## config.mk

```make
export PLATFORM = sky130hd
export DESIGN_NAME = dual_clk_serializer_flat
export DESIGN_NICKNAME = d
export VERILOG_FILES = /design/src/rtl/dual_clk_pkg.sv /design/src/rtl/dual_clk_serializer_if.sv /design/src/rtl/edge_det.sv /design/src/rtl/dual_clk_serializer.sv /design/src/flat_wrapper.sv
export SDC_FILE = /design/constraint.sdc
export NUM_CORES = 1
export LEC_CHECK = 0
export ABC_AREA = 1
export CAP_MARGIN = 5
export CORE_MARGIN = 1
export CORE_UTILIZATION = 40
export CTS_CLUSTER_SIZE = 40
export DETAILED_ROUTE_END_ITERATION = 16
export PLACE_DENSITY = 0.73
export SETUP_SLACK_MARGIN = 0.05
export SYNTH_ARGS = -nofsm -noshare
export SYNTH_HDL_FRONTEND = slang
export SYNTH_SLANG_ARGS = --single-unit
```

## constraint.sdc

```tcl
create_clock -name clk -period 1.89 [get_ports clk]
set_input_delay 0.378 -clock clk [delete_from_list [all_inputs] [get_ports clk]]
set_output_delay 0.378 -clock clk [all_outputs]
set_load 0.03 [all_outputs]
```

## src/rtl/dual_clk_pkg.sv

```systemverilog
// dual_clk_pkg: shared FSM state type and default parameters for dual_clk_serializer
package dual_clk_pkg;
    typedef enum logic [1:0] {IDLE, START, SHIFT, DONE} state_t;
    localparam int DEF_DATA_W    = 8;
    localparam bit DEF_MSB_FIRST = 1'b1;
    localparam bit DEF_IDLE_LVL  = 1'b1;
endpackage

```

## src/rtl/dual_clk_serializer_if.sv

```systemverilog
// dual_clk_serializer_if: word handshake and status bundle of the serializer
//   tx_data/tx_valid : word offered by the master
//   tx_ready         : serializer can accept a word
//   busy/done        : word in flight / one-cycle completion pulse
interface dual_clk_serializer_if import dual_clk_pkg::*; #(parameter int DATA_W = DEF_DATA_W);
    logic [DATA_W-1:0] tx_data;
    logic              tx_valid;
    logic              tx_ready;
    logic              busy;
    logic              done;
    modport master (output tx_data, tx_valid, input tx_ready, busy, done);
    modport slave  (input tx_data, tx_valid, output tx_ready, busy, done);
endinterface

```

## src/rtl/edge_det.sv

```systemverilog
// edge_det: registered previous sample with rise/fall outputs
//   clk, rst_n : clock, synchronous active-low reset (history cleared to 0)
//   d_i        : sampled input
//   rise_o     : d_i is 1 and the previous sample was 0
//   fall_o     : d_i is 0 and the previous sample was 1
module edge_det (
    input  logic clk,
    input  logic rst_n,
    input  logic d_i,
    output logic rise_o,
    output logic fall_o
);
    logic prev_q;
    always_ff @(posedge clk) prev_q <= rst_n ? d_i : 1'b0;
    assign rise_o = d_i & ~prev_q;
    assign fall_o = ~d_i & prev_q;
endmodule

```

## src/rtl/dual_clk_serializer.sv

```systemverilog
// dual_clk_serializer: shifts one word out on sdo, paced by a two-phase clock generator
//   clk, rst_n     : system clock, synchronous active-low reset
//   phase0, phase1 : leading/lagging phase clocks from the generator
//   gen_en         : registered enable to the generator
//   sdo            : registered serial data, IDLE_LVL when no bit is driven
//   tx             : word handshake (tx_data, tx_valid, tx_ready) plus busy/done
module dual_clk_serializer import dual_clk_pkg::*; #(
    parameter int DATA_W    = DEF_DATA_W,
    parameter bit MSB_FIRST = DEF_MSB_FIRST,
    parameter bit IDLE_LVL  = DEF_IDLE_LVL
) (
    input  logic                  clk,
    input  logic                  rst_n,
    input  logic                  phase0,
    input  logic                  phase1,
    output logic                  gen_en,
    output logic                  sdo,
    dual_clk_serializer_if.slave  tx
);
    localparam int              CNT_W   = $clog2(DATA_W + 1);
    localparam logic [CNT_W-1:0] CNT_MAX = CNT_W'(DATA_W);
    state_t             state_q, state_d;
    logic [CNT_W-1:0]   cnt_q, cnt_d;
    logic [DATA_W-1:0]  shreg_q, shreg_d;
    logic               sdo_q, sdo_d;
    logic               gen_en_q, busy_q, done_q, ready_q;
    logic               p0_rise, p1_fall, p0_fall_unused, p1_rise_unused;
    logic               next_bit;
    logic [DATA_W-1:0]  shifted;

    edge_det u_p0 (.clk(clk), .rst_n(rst_n), .d_i(phase0), .rise_o(p0_rise), .fall_o(p0_fall_unused));
    edge_det u_p1 (.clk(clk), .rst_n(rst_n), .d_i(phase1), .rise_o(p1_rise_unused), .fall_o(p1_fall));

    assign next_bit = MSB_FIRST ? shreg_q[DATA_W-1] : shreg_q[0];
    assign shifted  = MSB_FIRST ? shreg_q << 1 : shreg_q >> 1;

    always_comb begin
        state_d = state_q;
        cnt_d   = cnt_q;
        shreg_d = shreg_q;
        sdo_d   = sdo_q;
        case (state_q)
            IDLE: if (tx.tx_valid && ready_q) begin
                state_d = START;
                shreg_d = tx.tx_data;
                cnt_d   = '0;
            end
            START: if (p0_rise) begin
                state_d = SHIFT;
                sdo_d   = next_bit;
                shreg_d = shifted;
                cnt_d   = CNT_W'(1);
            end
            SHIFT: begin
                // the two conditions are exclusive through the count, so a
                // simultaneous phase0 rise and phase1 fall never collide
                if (p0_rise && cnt_q < CNT_MAX) begin
                    sdo_d   = next_bit;
                    shreg_d = shifted;
                    cnt_d   = cnt_q + CNT_W'(1);
                end
                if (p1_fall && cnt_q == CNT_MAX) begin
                    state_d = DONE;
                    sdo_d   = IDLE_LVL;
                end
            end
            default: state_d = IDLE;
        endcase
    end

    // status outputs are registered copies decoded from the next state
    always_ff @(posedge clk) begin
        if (!rst_n) begin
            state_q  <= IDLE;
            cnt_q    <= '0;
            shreg_q  <= '0;
            sdo_q    <= IDLE_LVL;
            gen_en_q <= 1'b0;
            busy_q   <= 1'b0;
            done_q   <= 1'b0;
            ready_q  <= 1'b1;
        end else begin
            state_q  <= state_d;
            cnt_q    <= cnt_d;
            shreg_q  <= shreg_d;
            sdo_q    <= sdo_d;
            gen_en_q <= state_d == START || state_d == SHIFT;
            busy_q   <= state_d != IDLE;
            done_q   <= state_d == DONE;
            ready_q  <= state_d == IDLE;
        end
    end

    assign gen_en      = gen_en_q;
    assign sdo         = sdo_q;
    assign tx.tx_ready = ready_q;
    assign tx.busy     = busy_q;
    assign tx.done     = done_q;
endmodule

```

## src/flat_wrapper.sv

```systemverilog
// flat-port wrapper written by rule: the top's interface ports become plain ports
module dual_clk_serializer_flat import dual_clk_pkg::*;
#(
    parameter int DATA_W    = DEF_DATA_W,
    parameter bit MSB_FIRST = DEF_MSB_FIRST,
    parameter bit IDLE_LVL  = DEF_IDLE_LVL
)
  (clk, rst_n, phase0, phase1, gen_en, sdo, tx_tx_data, tx_tx_valid, tx_tx_ready, tx_busy, tx_done);
  dual_clk_serializer_if #(.DATA_W(DATA_W)) tx_i ();
  input  logic clk;
  input  logic rst_n;
  input  logic phase0;
  input  logic phase1;
  output logic gen_en;
  output logic sdo;
  input wire logic [$bits(tx_i.tx_data)-1:0] tx_tx_data;
  input wire logic [$bits(tx_i.tx_valid)-1:0] tx_tx_valid;
  output wire logic [$bits(tx_i.tx_ready)-1:0] tx_tx_ready;
  output wire logic [$bits(tx_i.busy)-1:0] tx_busy;
  output wire logic [$bits(tx_i.done)-1:0] tx_done;
  assign tx_i.tx_data = tx_tx_data;
  assign tx_i.tx_valid = tx_tx_valid;
  assign tx_tx_ready = tx_i.tx_ready;
  assign tx_busy = tx_i.busy;
  assign tx_done = tx_i.done;
  dual_clk_serializer #(.DATA_W(DATA_W), .MSB_FIRST(MSB_FIRST), .IDLE_LVL(IDLE_LVL)) u_core (.clk(clk), .rst_n(rst_n), .phase0(phase0), .phase1(phase1), .gen_en(gen_en), .sdo(sdo), .tx(tx_i));
endmodule
```

==> flow_summary_export.csv <==
group,metric,value,unit
drt,routed.top_layer,"met4",
critical_path,crit_cells,1,
global_route,antenna_found_initial,0,
critical_path,crit_end,"sdo",
placement,port_buffers,17,
sta,rsz0062_at_grt,"no",
critical_path,startpoint_type,"flip-flop",
outcome,outcome,"finished, final reports clean",
synth,yosys_register_bits,21,
floorplan,die_y,56.5,µm
pwr,vdd.ir_drop.worst,1.02,mV
finish,multi_input_area,644,µm²
sta,relSlewSlack,0.789,
synth,synth_warnings,0,
critical_path,reg2reg_slack,220,ps
drt,dr.pass1.iters,4,
placement,place_hpwl,1680,µm
sta,period_share,0.912,
clock_tree,cts_setup_buffers,0,
placement,routabilityCongestion,0.779,
critical_path,r2r_start,"u_core.state_q[1]",
synth,yosys-mux-area-fraction,0.0589,
global_route,track_usage,0.151,
clock_tree,clkTransAtPathRegs,130,ps
synth,synth_cells,166,
pwr,finalPower,2.42,mW
sta,hold_viol_final,0,
run,max_cap_viol_count,0,
synth,avgSynthCellArea,7.17,µm²
drt,wl_met2,1110,µm
clock_tree,h-tree-depth,1,
finish,final_util,0.518,
drt,dr_total_vias,1030,
finish,area_growth,21.0,%
critical_path,slowest_delay,670,ps
floorplan,floorplan.initialDensity,0.428,
finish,nNetsFinal,210,
sta,worstMarginPinSlew,315,ps
floorplan,rows,19,
clock_tree,clockBufferDepth,2,
finish,diodes,0,
pwr,power.density,1680,nW/µm²
synth,ys_seq_area_frac,0.353,
floorplan,fp.coreArea,2780,µm²
finish,drive_above_1_share,0.118,
synth,syn_nets,189,
floorplan,dieArea,3200,µm²
sta,timing.fmax,580,MHz
sta,finClkSkew,1.32,ps
finish,ff_latch_area,420,µm²
drt,postRouteAntennaNets,0,
drt,drt_iter0_drc,41,
critical_path,crit_start,"u_core.sdo",
clock_tree,cts_hold_buf,0,
synth,synthSimpleGateAreaFrac,0.346,
drt,wl_met3,131,µm
sta,setup_viol,0,
drt,drc,0,
global_route,grt_pass1_vias,964,
synth,synth_compound_area_frac,0.0273,
synth,synth_top_family_by_area,"simple AND/OR/NAND/NOR gates",
critical_path,setup.worst_path.class,"flip-flop to primary output",
drt,routed_wl,2300,µm
drt,met1_length,1020,µm
critical_path,cp-end-kind,"primary output",
critical_path,cp.arrival,1350,ps
clock_tree,cts_tree,"yes",
critical_path,cp_max_fo,2,
sta,report.final.slew_viol_count,0,
critical_path,r2r_end,"u_core.tx.tx_ready",
floorplan,die_x,56.5,µm
sta,period_needed,1720,ps
synth,synth_xor_area_frac,0,
finish,most-common-layout-cells,"nand2_1 (44), nor2_1 (25), dfxtp_1 (21)",
critical_path,path_delay_family,"buffers and inverters",
global_route,overflow,0,
clock_tree,clock_latency,320,ps
critical_path,critPathRequiredTime,1510,ps
pwr,p_leak,0.718,nW
floorplan,io_pins,18,
critical_path,rr_worst_depth,6,
synth,netlist_area,1190,µm²
critical_path,crit_buf_inv,1,
synth,yosys.area_share.adder,0.105,
clock_tree,cts_root_buf,"clkbuf_4",
finish,nFillCells,263,
drt,via_per_inst,4.75,
critical_path,cp_slowest_cell,"clkdlybuf4s50_1",
global_route,grt_max_degree,21,
finish,final_common_cell,"nand2_1",
clock_tree,cts_resized,0,
drt,wl_per_cell,10.6,µm
clock_tree,clock_sinks,21,
clock_tree,numCtsBuffers,3,
global_route,grt_pass1_wl,3840,µm
synth,ys_types,23,
worst_hold_path,hold_class,"flip-flop to flip-flop",
critical_path,cp_cell_sequence,"clkdlybuf4s50_1",
[worst min-delay path by stage]
stage | start | to | slack (ps) | cells after the start
final | u_core.shreg_q[4] | u_core.shreg_q[4] | 490 | 2
after global placement | u_core.sdo | u_core.sdo | 460 | 2
after global routing | u_core.shreg_q[7] | u_core.shreg_q[7] | 520 | 2
after floorplan | u_core.shreg_q[0] | u_core.shreg_q[0] | 450 | 2
after CTS | u_core.shreg_q[4] | u_core.shreg_q[4] | 500 | 2
after detailed placement | u_core.shreg_q[4] | u_core.shreg_q[4] | 480 | 2
[synthesized netlist by cell type]
cell	n	area share
or2_1	1	0.0053
nor3_2	1	0.0084
a21oi_1	4	0.017
nand2_1	44	0.14
nand2_2	3	0.016
mux2i_1	7	0.059
inv_1	18	0.057
o21bai_1	1	0.0063
dfxtp_1	21	0.35
buf_2	2	0.0084
nand2_4	2	0.019
nor2_2	1	0.0053
o21ai_0	1	0.0042
clkbuf_1	1	0.0032
ha_1	10	0.11
inv_2	4	0.013
nor2_1	25	0.079
clkinv_1	3	0.0095
nand4_1	2	0.011
nand3_1	11	0.046
buf_6	2	0.019
nand3_2	1	0.0084
nor2_4	1	0.0095
[logic make-up after synthesis]
kind of cell	Yosys count
flip-flops	21
adder cells (fa/ha/maj)	10
AND/OR/NAND/NOR	92
buffers and inverters	30
AO/OA/AOI/OAI	6
multiplexers	7
[final cells by class]
cell class / instances / area share
Clock buffer: 3 / 0.0156
Clock inverter: 1 / 0.00521
Inverter: 25 / 0.0652
Multi-Input combinational cell: 115 / 0.447
Sequential cell: 21 / 0.292
Tap cell: 31 / 0.0269
Timing Repair Buffer: 21 / 0.148
[per-layer routing]
metal	vias to the layer above	GRT usage
met5	-	0
met4	0	0.0418
met3	6	0.0461
met2	27	0.264
met1	452	0.178
li1	545	-
[stage by stage]
step | hold slack [ps] | worst slack [ps] | area [µm²] | setup TNS [ps] | cells
4_1_cts | 496 | 140 | 1440 | 0 | 217
2_1_floorplan | 454 | 355 | 1190 | 0 | 166
3_3_place_gp | 457 | 4.83 | 1410 | 0 | 213
6_report | 494 | 167 | 1440 | 0 | 217
5_1_grt | 515 | 51.9 | 1440 | 0 | 217
3_5_place_dp | 475 | -29.9 | 1410 | -31.9 | 213
[power breakdown]
part	total, mW	internal, mW	switching [mW]
registers	0.691	0.595	0.0958
clock network	0.234	0.0810	0.153
logic	1.49	0.617	0.875
total	2.42	1.29	1.12
[flip-flops by register name, indices dropped and copies added, names as in the netlist]
name,count
u_core.cnt_q,4
u_core.tx.busy,1
u_core.tx.tx_ready,1
u_core.u_p0.prev_q,1
u_core.shreg_q,8
u_core.gen_en,1
u_core.state_q,2
u_core.tx.done,1
u_core.u_p1.prev_q,1
u_core.sdo,1
Note: power is estimated with default switching activity, not from simulation.
